[src/rtl/ram_arb_pkg.sv]
// Shared types and constants for the two-port SRAM arbiter.
package ram_arb_pkg;

  localparam int DEF_ADDR_W = 15;
  localparam int DEF_DATA_W = 8;
  localparam int RAM_DEPTH  = 1 << DEF_ADDR_W;

  typedef enum logic [1:0] {
    IDLE   = 2'd0,
    ACCESS = 2'd1,
    DONE   = 2'd2,
    CLEAR  = 2'd3
  } state_e;

  typedef logic port_t;
  localparam port_t PORT_A = 1'b0;
  localparam port_t PORT_B = 1'b1;

  // Request captured in IDLE and held untouched through ACCESS and DONE.
  typedef struct packed {
    port_t port;
    logic  we;
  } lat_t;

endpackage

[src/rtl/ram_arbiter_if.sv]
// Bus bundle between two requesters, the arbiter and a single-port SRAM.
// slave: arbiter view. master: requester/SRAM environment view.
interface ram_arbiter_if #(
  parameter int ADDR_W = ram_arb_pkg::DEF_ADDR_W,
  parameter int DATA_W = ram_arb_pkg::DEF_DATA_W
);
  logic              a_req, a_we, a_ack;
  logic [ADDR_W-1:0] a_addr;
  logic [DATA_W-1:0] a_wdata, a_rdata;
  logic              b_req, b_we, b_ack;
  logic [ADDR_W-1:0] b_addr;
  logic [DATA_W-1:0] b_wdata, b_rdata;
  logic              clr_req, clr_busy, clr_done;
  logic [ADDR_W-1:0] ram_addr;
  logic [DATA_W-1:0] ram_wr_data, ram_rd_data;
  logic              ram_wr_en;

  modport slave (
    input  a_req, a_we, a_addr, a_wdata,
    input  b_req, b_we, b_addr, b_wdata,
    input  clr_req, ram_rd_data,
    output a_ack, a_rdata, b_ack, b_rdata,
    output clr_busy, clr_done,
    output ram_addr, ram_wr_data, ram_wr_en
  );

  modport master (
    output a_req, a_we, a_addr, a_wdata,
    output b_req, b_we, b_addr, b_wdata,
    output clr_req, ram_rd_data,
    input  a_ack, a_rdata, b_ack, b_rdata,
    input  clr_busy, clr_done,
    input  ram_addr, ram_wr_data, ram_wr_en
  );
endinterface

[src/rtl/ram_arb_rr.sv]
// 2-way winner select: lone request always wins; on a tie A wins when
// FIXED_PRIO=1, otherwise the port not granted last wins.
module ram_arb_rr
  import ram_arb_pkg::*;
#(
  parameter int FIXED_PRIO = 0
) (
  input  logic  a_req,
  input  logic  b_req,
  input  port_t last,
  output logic  gnt_vld,
  output port_t gnt_port
);

  // Pure combinational pick; the caller decides when to sample it.
  always_comb begin
    gnt_vld  = a_req | b_req;
    gnt_port = PORT_A;
    if (a_req && b_req) begin
      if (FIXED_PRIO == 0 && last == PORT_A) gnt_port = PORT_B;
    end else if (b_req) begin
      gnt_port = PORT_B;
    end
  end

endmodule

[src/rtl/ram_arbiter.sv]
// Two-port arbiter in front of a single-port SRAM. Each access is
// IDLE -> ACCESS -> DONE (ack in DONE), one access per 3 cycles.
// Optional zero-fill of the whole SRAM under macro RAM_ARB_CLEAR_EN.
module ram_arbiter
  import ram_arb_pkg::*;
#(
  parameter int ADDR_W     = DEF_ADDR_W,
  parameter int DATA_W     = DEF_DATA_W,
  parameter int FIXED_PRIO = 0
) (
  input logic          clk,
  input logic          rst_n,
  ram_arbiter_if.slave bus
);

  state_e            state_q, state_d;
  lat_t              lat_q, lat_d;
  port_t             last_q, last_d;
  logic              a_ack_q, a_ack_d, b_ack_q, b_ack_d;
  logic [DATA_W-1:0] a_rdata_q, a_rdata_d, b_rdata_q, b_rdata_d;
  logic [DATA_W-1:0] ram_wr_data_q, ram_wr_data_d;
  logic [ADDR_W-1:0] ram_addr_q, ram_addr_d;
  logic              gnt_vld;
  port_t             gnt_port;

`ifdef RAM_ARB_CLEAR_EN
  // ram_addr doubles as the fill counter; fill ends on the all-ones address.
  localparam logic [ADDR_W-1:0] ADDR_MAX = '1;
  logic clr_done_q, clr_done_d;
`else
  logic unused_clr_req;
  assign unused_clr_req = bus.clr_req;
`endif

  ram_arb_rr #(.FIXED_PRIO(FIXED_PRIO)) u_rr (
    .a_req    (bus.a_req),
    .b_req    (bus.b_req),
    .last     (last_q),
    .gnt_vld  (gnt_vld),
    .gnt_port (gnt_port)
  );

  // Next-state and output computation for the access/clear FSM.
  always_comb begin
    state_d       = state_q;
    lat_d         = lat_q;
    last_d        = last_q;
    a_ack_d       = 1'b0;
    b_ack_d       = 1'b0;
    a_rdata_d     = a_rdata_q;
    b_rdata_d     = b_rdata_q;
    ram_addr_d    = ram_addr_q;
    ram_wr_data_d = ram_wr_data_q;
`ifdef RAM_ARB_CLEAR_EN
    clr_done_d    = 1'b0;
`endif
    case (state_q)
      IDLE: begin
`ifdef RAM_ARB_CLEAR_EN
        if (bus.clr_req) begin
          state_d       = CLEAR;
          ram_addr_d    = '0;
          ram_wr_data_d = '0;
        end else
`endif
        if (gnt_vld) begin
          state_d     = ACCESS;
          lat_d.port  = gnt_port;
          last_d      = gnt_port;
          if (gnt_port == PORT_A) begin
            lat_d.we      = bus.a_we;
            ram_addr_d    = bus.a_addr;
            ram_wr_data_d = bus.a_wdata;
          end else begin
            lat_d.we      = bus.b_we;
            ram_addr_d    = bus.b_addr;
            ram_wr_data_d = bus.b_wdata;
          end
        end
      end
      ACCESS: begin
        // rdata captured for writes too; the requester just ignores it.
        state_d = DONE;
        if (lat_q.port == PORT_A) begin
          a_rdata_d = bus.ram_rd_data;
          a_ack_d   = 1'b1;
        end else begin
          b_rdata_d = bus.ram_rd_data;
          b_ack_d   = 1'b1;
        end
      end
      DONE: state_d = IDLE;
      CLEAR: begin
`ifdef RAM_ARB_CLEAR_EN
        if (ram_addr_q == ADDR_MAX) begin
          state_d    = IDLE;
          clr_done_d = 1'b1;
        end else begin
          ram_addr_d = ram_addr_q + 1'b1;
        end
`else
        state_d = IDLE;
`endif
      end
      default: state_d = IDLE;
    endcase
  end

  // State register; async reset aborts any access or fill in flight.
  always_ff @(posedge clk or negedge rst_n) begin
    if (!rst_n) begin
      state_q       <= IDLE;
      lat_q         <= '0;
      last_q        <= PORT_B;
      a_ack_q       <= 1'b0;
      b_ack_q       <= 1'b0;
      a_rdata_q     <= '0;
      b_rdata_q     <= '0;
      ram_addr_q    <= '0;
      ram_wr_data_q <= '0;
`ifdef RAM_ARB_CLEAR_EN
      clr_done_q    <= 1'b0;
`endif
    end else begin
      state_q       <= state_d;
      lat_q         <= lat_d;
      last_q        <= last_d;
      a_ack_q       <= a_ack_d;
      b_ack_q       <= b_ack_d;
      a_rdata_q     <= a_rdata_d;
      b_rdata_q     <= b_rdata_d;
      ram_addr_q    <= ram_addr_d;
      ram_wr_data_q <= ram_wr_data_d;
`ifdef RAM_ARB_CLEAR_EN
      clr_done_q    <= clr_done_d;
`endif
    end
  end

  assign bus.a_ack       = a_ack_q;
  assign bus.b_ack       = b_ack_q;
  assign bus.a_rdata     = a_rdata_q;
  assign bus.b_rdata     = b_rdata_q;
  assign bus.ram_addr    = ram_addr_q;
  assign bus.ram_wr_data = ram_wr_data_q;
`ifdef RAM_ARB_CLEAR_EN
  assign bus.ram_wr_en   = (state_q == ACCESS && lat_q.we) || state_q == CLEAR;
  assign bus.clr_busy    = state_q == CLEAR;
  assign bus.clr_done    = clr_done_q;
`else
  assign bus.ram_wr_en   = state_q == ACCESS && lat_q.we;
  assign bus.clr_busy    = 1'b0;
  assign bus.clr_done    = 1'b0;
`endif

endmodule

[src/flat_wrapper.sv]
// flat-port wrapper written by rule: the top's interface ports become plain ports
module ram_arbiter_flat import ram_arb_pkg::*;
#(
  parameter int ADDR_W     = DEF_ADDR_W,
  parameter int DATA_W     = DEF_DATA_W,
  parameter int FIXED_PRIO = 0
)
  (clk, rst_n, bus_a_req, bus_a_we, bus_a_addr, bus_a_wdata, bus_b_req, bus_b_we, bus_b_addr, bus_b_wdata, bus_clr_req, bus_ram_rd_data, bus_a_ack, bus_a_rdata, bus_b_ack, bus_b_rdata, bus_clr_busy, bus_clr_done, bus_ram_addr, bus_ram_wr_data, bus_ram_wr_en);
  ram_arbiter_if #(.ADDR_W(ADDR_W), .DATA_W(DATA_W)) bus_i ();
  input logic clk;
  input logic rst_n;
  input wire logic [$bits(bus_i.a_req)-1:0] bus_a_req;
  input wire logic [$bits(bus_i.a_we)-1:0] bus_a_we;
  input wire logic [$bits(bus_i.a_addr)-1:0] bus_a_addr;
  input wire logic [$bits(bus_i.a_wdata)-1:0] bus_a_wdata;
  input wire logic [$bits(bus_i.b_req)-1:0] bus_b_req;
  input wire logic [$bits(bus_i.b_we)-1:0] bus_b_we;
  input wire logic [$bits(bus_i.b_addr)-1:0] bus_b_addr;
  input wire logic [$bits(bus_i.b_wdata)-1:0] bus_b_wdata;
  input wire logic [$bits(bus_i.clr_req)-1:0] bus_clr_req;
  input wire logic [$bits(bus_i.ram_rd_data)-1:0] bus_ram_rd_data;
  output wire logic [$bits(bus_i.a_ack)-1:0] bus_a_ack;
  output wire logic [$bits(bus_i.a_rdata)-1:0] bus_a_rdata;
  output wire logic [$bits(bus_i.b_ack)-1:0] bus_b_ack;
  output wire logic [$bits(bus_i.b_rdata)-1:0] bus_b_rdata;
  output wire logic [$bits(bus_i.clr_busy)-1:0] bus_clr_busy;
  output wire logic [$bits(bus_i.clr_done)-1:0] bus_clr_done;
  output wire logic [$bits(bus_i.ram_addr)-1:0] bus_ram_addr;
  output wire logic [$bits(bus_i.ram_wr_data)-1:0] bus_ram_wr_data;
  output wire logic [$bits(bus_i.ram_wr_en)-1:0] bus_ram_wr_en;
  assign bus_i.a_req = bus_a_req;
  assign bus_i.a_we = bus_a_we;
  assign bus_i.a_addr = bus_a_addr;
  assign bus_i.a_wdata = bus_a_wdata;
  assign bus_i.b_req = bus_b_req;
  assign bus_i.b_we = bus_b_we;
  assign bus_i.b_addr = bus_b_addr;
  assign bus_i.b_wdata = bus_b_wdata;
  assign bus_i.clr_req = bus_clr_req;
  assign bus_i.ram_rd_data = bus_ram_rd_data;
  assign bus_a_ack = bus_i.a_ack;
  assign bus_a_rdata = bus_i.a_rdata;
  assign bus_b_ack = bus_i.b_ack;
  assign bus_b_rdata = bus_i.b_rdata;
  assign bus_clr_busy = bus_i.clr_busy;
  assign bus_clr_done = bus_i.clr_done;
  assign bus_ram_addr = bus_i.ram_addr;
  assign bus_ram_wr_data = bus_i.ram_wr_data;
  assign bus_ram_wr_en = bus_i.ram_wr_en;
  ram_arbiter #(.ADDR_W(ADDR_W), .DATA_W(DATA_W), .FIXED_PRIO(FIXED_PRIO)) u_core (.clk(clk), .rst_n(rst_n), .bus(bus_i));
endmodule
[config.mk]
export PLATFORM = sky130hd
export DESIGN_NAME = ram_arbiter_flat
export DESIGN_NICKNAME = d
export VERILOG_FILES = /design/src/rtl/ram_arb_pkg.sv /design/src/rtl/ram_arbiter_if.sv /design/src/rtl/ram_arb_rr.sv /design/src/rtl/ram_arbiter.sv /design/src/flat_wrapper.sv
export SDC_FILE = /design/constraint.sdc
export NUM_CORES = 1
export LEC_CHECK = 0
export BUFFER_PORTS_ARGS = -buffer_cell sky130_fd_sc_hd__buf_4
export CORE_UTILIZATION = 25
export DETAILED_ROUTE_END_ITERATION = 8
export GPL_TIMING_DRIVEN = 0
export PLACE_DENSITY = 0.52
export SETUP_SLACK_MARGIN = 0.1
export SYNTH_ARGS = -nofsm -noshare
export SYNTH_HDL_FRONTEND = slang
export SYNTH_SLANG_ARGS = --single-unit
[constraint.sdc]
create_clock -name clk -period 2.4 [get_ports clk]
set_input_delay 0 -clock clk [delete_from_list [all_inputs] [get_ports clk]]
set_output_delay 0 -clock clk [all_outputs]
set_load 0.03 [all_outputs]
==> metrics, run 1 <==
drt drc 0; critical path class in -> reg; CTS tree built; Max Cap Violations 0; IO Pins 105; nets@finish 313; crit path max fanout 10; largest net degree at the start of global routing 47; Final period util 73.9%; Total GRT Usage 10.9%; HP Class in -> reg; Crit path max-delay family buffers and inverters; fmax 0.564 GHz; fraction of layout cells with a size suffix above 1 71.9%; vias in the first global route 1,513; Sinks on Clock Net 46; placed cell areas 0.00297 mm²; clock root cell clkbuf_8; flop2flop setup slack 0.72 ns; CP cell instances dlygate4sd3_1 > buf_4 > o21ai_1 > buf_2 > mux2_2; Final Routed Wirelength 4610 µm; clock buffer count from CTS 5; TNS Setup 0 ns; Post-Syn Area per Cell 15.8 µm²; initial antenna violation count 0; antenna-violating nets left 0; startpoint types input port; Yosys warning count 0; postcts setup bufs 0; Fin. Hold Viols 0; crit path capture type register; Max IR drop VDD 0.445 mV; commonest register cell after synthesis dfrtp_1; largest cells by area after synthesis dfrtp_1 (54%), mux2_2 (24%), mux2_4 (14%), buf_6 (1.6%), dfstp_2 (1.3%); status finished, final reports clean; FP Rows 32; count of cell types in the netlist 19; P&R area growth vs syn 54.8%; Mapped Area 0.00208 mm²; most frequent cells in the layout buf_4 (103), mux2_2 (45), dfrtp_1 (45), mux2_4 (19), dlygate4sd3_1 (11); Gate Count Post-Synth 132; Post-synth EDFFs 0; die footprint 0.00871 mm²; Initial Util 26.4%; Core Region 0.00789 mm²; minimum clock period 1.77 ns; Via density 4.13; Worst slew margin 55.9%; Worst Max-Slew Pin Slew 0.657 ns; LEAKAGE 1.59 nW; clock latency on the worst-skew pair 0.30 ns; Final HPWL DP 3450 µm; Final Cell Area 0.00323 mm²; Synth top area share 54.0%; CP required 2.58 ns; final RePlAce weighted congestion 0.618; total gr overflow 0; Critical Path AT 1.96 ns; Synth Register Bits 46; most common cell after layout, fill and taps aside buf_4; Antenna Cells 0; Slowest-stage cell, CP dlygate4sd3_1; CP Buf/Inv Count 3; DIE HEIGHT 93.3 µm; routed vias 1,467; Worst-path clk slew 0.09 ns; RSZ-0062 raised after global routing false; routed len/inst 13.0 µm; Seq/Total Area, Yosys 55.3%; clock skew 0.00929 ns; number of port buffers 101; total iterations of the first detailed-routing run 2; post-synth top area cell dfrtp_1; die width 93.3 µm; largest buffer count on any clock path 2; max-slew violations 0; post-CTS resize count 0; global-route wire length before repair 7270 µm; Power Density 1360 mW/mm²; CP peak stage delay 0.55 ns; Initial DRC Count 16; DP Worst Slack 0.727 ns; asr flop ratio synth 100%; H-tree depth 2; final setup fails 0; Final WS setup 0.627 ns
-- cell usage after synthesis, types with 2 or more instances --
master and instances:
dfrtp_1 45, mux2_2 45, mux2_4 19, buf_2 3, buf_6 3, buf_4 2
inv_1 2, nor2b_1 2
-- cell families (layout without fill, tap and decap cells) --
group | after synthesis | after routing | synth area share (%)
compound gates | 5 | 5 | 1.62
buf+inv | 10 | 130 | 3.42
flops | 46 | 46 | 55.3
mux | 64 | 64 | 38.0
other cells | 1 | 2 | 0.180
simple gates | 6 | 6 | 1.50
-- metal layers --
layer | vias up | wire, µm | GRT usage [%]
li1 | 697 | - | -
met1 | 713 | 1810 | 12.9
met2 | 52 | 2490 | 19.2
met3 | 5 | 249 | 2.36
met4 | 0 | 56 | 4.62
met5 | - | 0 | 0
-- state kept, by name, summed over array words and instances, names as in the netlist --
register,flops
u_core.last_q,1
u_core.bus.b_ack,1
u_core.state_q,2
u_core.bus.a_ack,1
u_core.bus.b_rdata,8
u_core.bus.a_rdata,8
u_core.bus.ram_addr,15
u_core.lat_q,2
u_core.bus.ram_wr_data,8
-- stage by stage --
| step | power (mW) | hold WS (ns) | std cells | util (%) |
|---|---|---|---|---|
| after floorplan | 2.87 | -0.296 | 133 | - |
| final | 4.40 | 0.0526 | 355 | 40.9 |
| after CTS | 4.48 | 0.0382 | 355 | 40.9 |
| after global routing | 4.67 | 0.0299 | 355 | 40.9 |
| after detailed placement | 3.72 | 0.0604 | 336 | 37.7 |
| after global placement | 3.69 | 0.0626 | 336 | 37.7 |
-- worst reg2reg max path: cells and delay by family (launching register included) --
kind	cells	cell delay, ns
buffers and inverters	2	0.32
multiplexers	2	0.57
flip-flops	1	0.56
AO/OA/AOI/OAI	1	0.13
-- power breakdown --
part	leakage, nW	internal [mW]	switching [mW]
combinational	0.972	1.08	1.24
sequential	0.542	1.18	0.192
clock	0.0714	0.444	0.262
total	1.59	2.71	1.69
-- repair_timing --
| item | CTS | global route |
|---|---|---|
| hold buffers | 11 | 0 |
| hold endpoints to repair | 62 | 0 |
| setup endpoints to repair | 0 | 0 |
-- final timing paths --
path                                    from                   endpoint  depth (start not counted)
min reg2reg                u_core.state_q[1]          u_core.state_q[1]                          1
min in group asynchronous              rst_n  u_core.bus.ram_wr_data[4]                          2
max                                bus_a_req     u_core.bus.ram_addr[2]                          5
max in group asynchronous              rst_n      u_core.bus.b_rdata[6]                          2
min                            bus_b_addr[9]     u_core.bus.ram_addr[9]                          3
max reg2reg                    u_core.last_q     u_core.bus.ram_addr[2]                          5
-- cell type report --
class | count | area (µm²)
multi-input cells | 77 | 865
clock buffers | 6 | 82.6
well taps | 102 | 128
inverters | 2 | 7.51
flip-flops and latches | 46 | 1150
clock inverters | 2 | 60.1
fillers | 752 | 4660
plain buffers | 8 | 63.8
repair buffers | 112 | 868
No activity file was read; power rests on OpenSTA's default activity.
==> run 2, diff against run 1 <==
--- a/config.mk
+++ b/config.mk
@@ -9,7 +9,7 @@
 export CORE_UTILIZATION = 25
 export DETAILED_ROUTE_END_ITERATION = 8
 export GPL_TIMING_DRIVEN = 0
-export PLACE_DENSITY = 0.52
+export PLACE_DENSITY = 0.54
 export SETUP_SLACK_MARGIN = 0.1
 export SYNTH_ARGS = -nofsm -noshare
 export SYNTH_HDL_FRONTEND = slang
==> constraint.sdc (replaced) <==
create_clock -name clk -period 1.6 [get_ports clk]
set_input_delay 0 -clock clk [delete_from_list [all_inputs] [get_ports clk]]
set_output_delay 0 -clock clk [all_outputs]
set_load 0.03 [all_outputs]
==> run 2 against run 1 <==
  * The run now ends with negative setup slack left
  * First-iteration DRC count increased by 50%
  * Critical path type is now reg -> reg
  * Hold slack is essentially flat
  * Critical path depth unchanged
  * Via count increased by 2.7%
  * Flip-flop and latch count unchanged
  * Cell area rose by 2.3%
  * Largest cell class unchanged
  * Total power is 48% higher
==> metrics, run 2 (synthesis gave the netlist of run 1 again) <==
Final WS setup -0.0415 ns (-0.668 ns); FP Rows 32 (unchanged); total iterations of the first detailed-routing run 4 (+2); P&R area growth vs syn 58.4%; die footprint 0.00871 mm² (unchanged); DP Worst Slack -0.103 ns (-0.830 ns); Power Density 1980 mW/mm² (+45%); H-tree depth 2 (unchanged); Initial Util 26.4% (unchanged); routed len/inst 13.2 µm (+1.4%); most used cell along the critical path mux2_4; crit path max fanout 10 (unchanged); die width 93.3 µm (unchanged); failing checks negative setup slack; crit path capture type register; Largest register FFs 15 (unchanged); Core Region 0.00789 mm² (unchanged); Sinks on Clock Net 46 (unchanged); nets@finish 316 (+0.96%); HP Class in -> reg; layout filler cell count 739 (-1.7%); Total GRT Usage 11.3% (+0.32 points); IO Pins 105 (unchanged); most common cell after layout, fill and taps aside buf_4; DIE HEIGHT 93.3 µm (unchanged); most frequent cells in the layout buf_4 (105), dfrtp_1 (45), mux2_4 (32), mux2_2 (32), dlygate4sd3_1 (11); CP required 1.78 ns (-0.80 ns); Antenna Cells 0 (unchanged); max-slew violations 0 (unchanged); critical path class reg -> reg; Sequential Power Share 32.2% (+1.0 points); LEAKAGE 1.66 nW (+4.5%); initial antenna violation count 0 (unchanged); CP cell instances a21bo_1 > buf_6 > buf_12 > mux2_4 > mux2_4; Crit path max-delay family flip-flops; Final HPWL DP 3340 µm (-3.3%); internal power 3.92 mW (+45%); switch share 40.0% (+1.5 points); number of port buffers 101 (unchanged); RSZ-0062 raised after global routing true; clock skew 0.00830 ns (-0.000991 ns); CTS tree built; Clk network pwr share 11.2% (-4.9 points); total gr overflow 0 (unchanged); Slowest-stage cell, CP dfstp_2; Final period util 103%; final RePlAce weighted congestion 0.654 (+5.7%); Initial DRC Count 24 (+8); antenna-violating nets left 0 (unchanged); clock buffer count from CTS 5 (unchanged); largest net degree at the start of global routing 47 (unchanged); Via density 4.21 (+1.8%); vias in the first global route 1,473 (-2.6%); final setup fails 19 (+19); Comb power frac 56.6% (+3.8 points); Worst Max-Slew Pin Slew 0.598 ns (-0.0593 ns); Worst-path clk slew 0.09 ns (about the same); minimum clock period 1.64 ns; Fin. Hold Viols 0 (unchanged); routed vias 1,506 (+2.7%); startpoint types register; CP Buf/Inv Count 2 (-1); Tot Pwr 6.53 mW (+48%); Worst slew margin 60.2% (+4.2 points); Critical Path AT 1.82 ns (-0.14 ns); post-layout util 41.9% (+0.95 points); Max IR drop VDD 0.764 mV (+72%); clock root cell clkbuf_8; Final Routed Wirelength 4710 µm (+2.3%); fmax 0.609 GHz; clock latency on the worst-skew pair 0.29 ns (about the same); P_sw 2.61 mW (+54%); drt drc 0 (unchanged); Max Cap Violations 0 (unchanged); largest buffer count on any clock path 2 (unchanged); fraction of layout cells with a size suffix above 1 73.4% (+1.5 points); status complete, but fails checks; CP peak stage delay 0.56 ns (about the same); global-route wire length before repair 7520 µm (+3.4%)
[run 2: metrics by stage]
step	area (µm²)	cells	hold WS (ns)	setup TNS [ns]
6_report	3300	358	0.0526	-0.459
5_1_grt	3300	358	0.0363	-1.40
4_1_cts	3260	357	0.0425	-0.565
3_5_place_dp	2980	336	0.0539	-1.66
3_3_place_gp	2980	336	0.0549	-2.13
2_1_floorplan	2100	133	-0.296	0
[run 2: final timing paths]
| kind | endpoint | depth (start not counted) | slack, ns | from |
|---|---|---|---|---|
| min reg2reg | u_core.bus.b_rdata[0] | 1 | 0.51 | u_core.bus.b_rdata[0] |
| max in group asynchronous | u_core.bus.a_rdata[4] | 2 | 0.94 | rst_n |
| max reg2reg | u_core.bus.ram_addr[1] | 5 | -0.04 | u_core.last_q |
| min in group asynchronous | u_core.bus.ram_wr_data[2] | 2 | 0.25 | rst_n |
| min | u_core.bus.ram_addr[7] | 3 | 0.05 | bus_b_addr[7] |
| max | u_core.bus.ram_addr[1] | 5 | -0.04 | u_core.last_q |
[run 2: layout make-up]
| cell class | count | area [µm²] | share of cell area, % |
|---|---|---|---|
| inverters | 2 | 7.51 | 0.227 |
| clock buffers | 7 | 86.3 | 2.61 |
| well taps | 102 | 128 | 3.87 |
| multi-input cells | 77 | 930 | 28.2 |
| flip-flops and latches | 46 | 1150 | 34.9 |
| plain buffers | 8 | 90.1 | 2.73 |
| clock inverters | 1 | 5.00 | 0.152 |
| repair buffers | 115 | 903 | 27.4 |
[run 2: per-layer routing]
layer	vias to the layer above	share of wire, %	GRT usage, %
met5	-	0	0
met1	734	42	14.2
met3	5	6.9	4.23
li1	705	-	-
met2	62	50	17.8
met4	0	1.2	3.46
[run 2: power by group through the flow]
| stage | sequential (mW) | clock, mW | combinational (mW) |
|---|---|---|---|
| 2_1_floorplan | 3.12 | 0 | 1.20 |
| 3_3_place_gp | 2.07 | 0 | 3.50 |
| 3_5_place_dp | 2.09 | 0 | 3.50 |
| 4_1_cts | 2.09 | 0.772 | 3.66 |
| 5_1_grt | 2.19 | 0.833 | 3.90 |
| 6_report | 2.10 | 0.733 | 3.69 |
[run 2: worst reg2reg max path, stage by stage (launching register included)]
cell and delay [ns]:
dfstp_2 0.56, a21bo_1 0.12, buf_6 0.14, buf_12 0.15, mux2_4 0.31, mux2_4 0.26
[run 2: repair_timing]
item                                    in CTS  in global routing
hold endpoints to repair                    62                  0
pin swaps                                    0                  0
setup buffers                                2                  1
hold buffers                                11                  0
endpoints found under the setup margin      33                 33
resized for setup                           14                  9
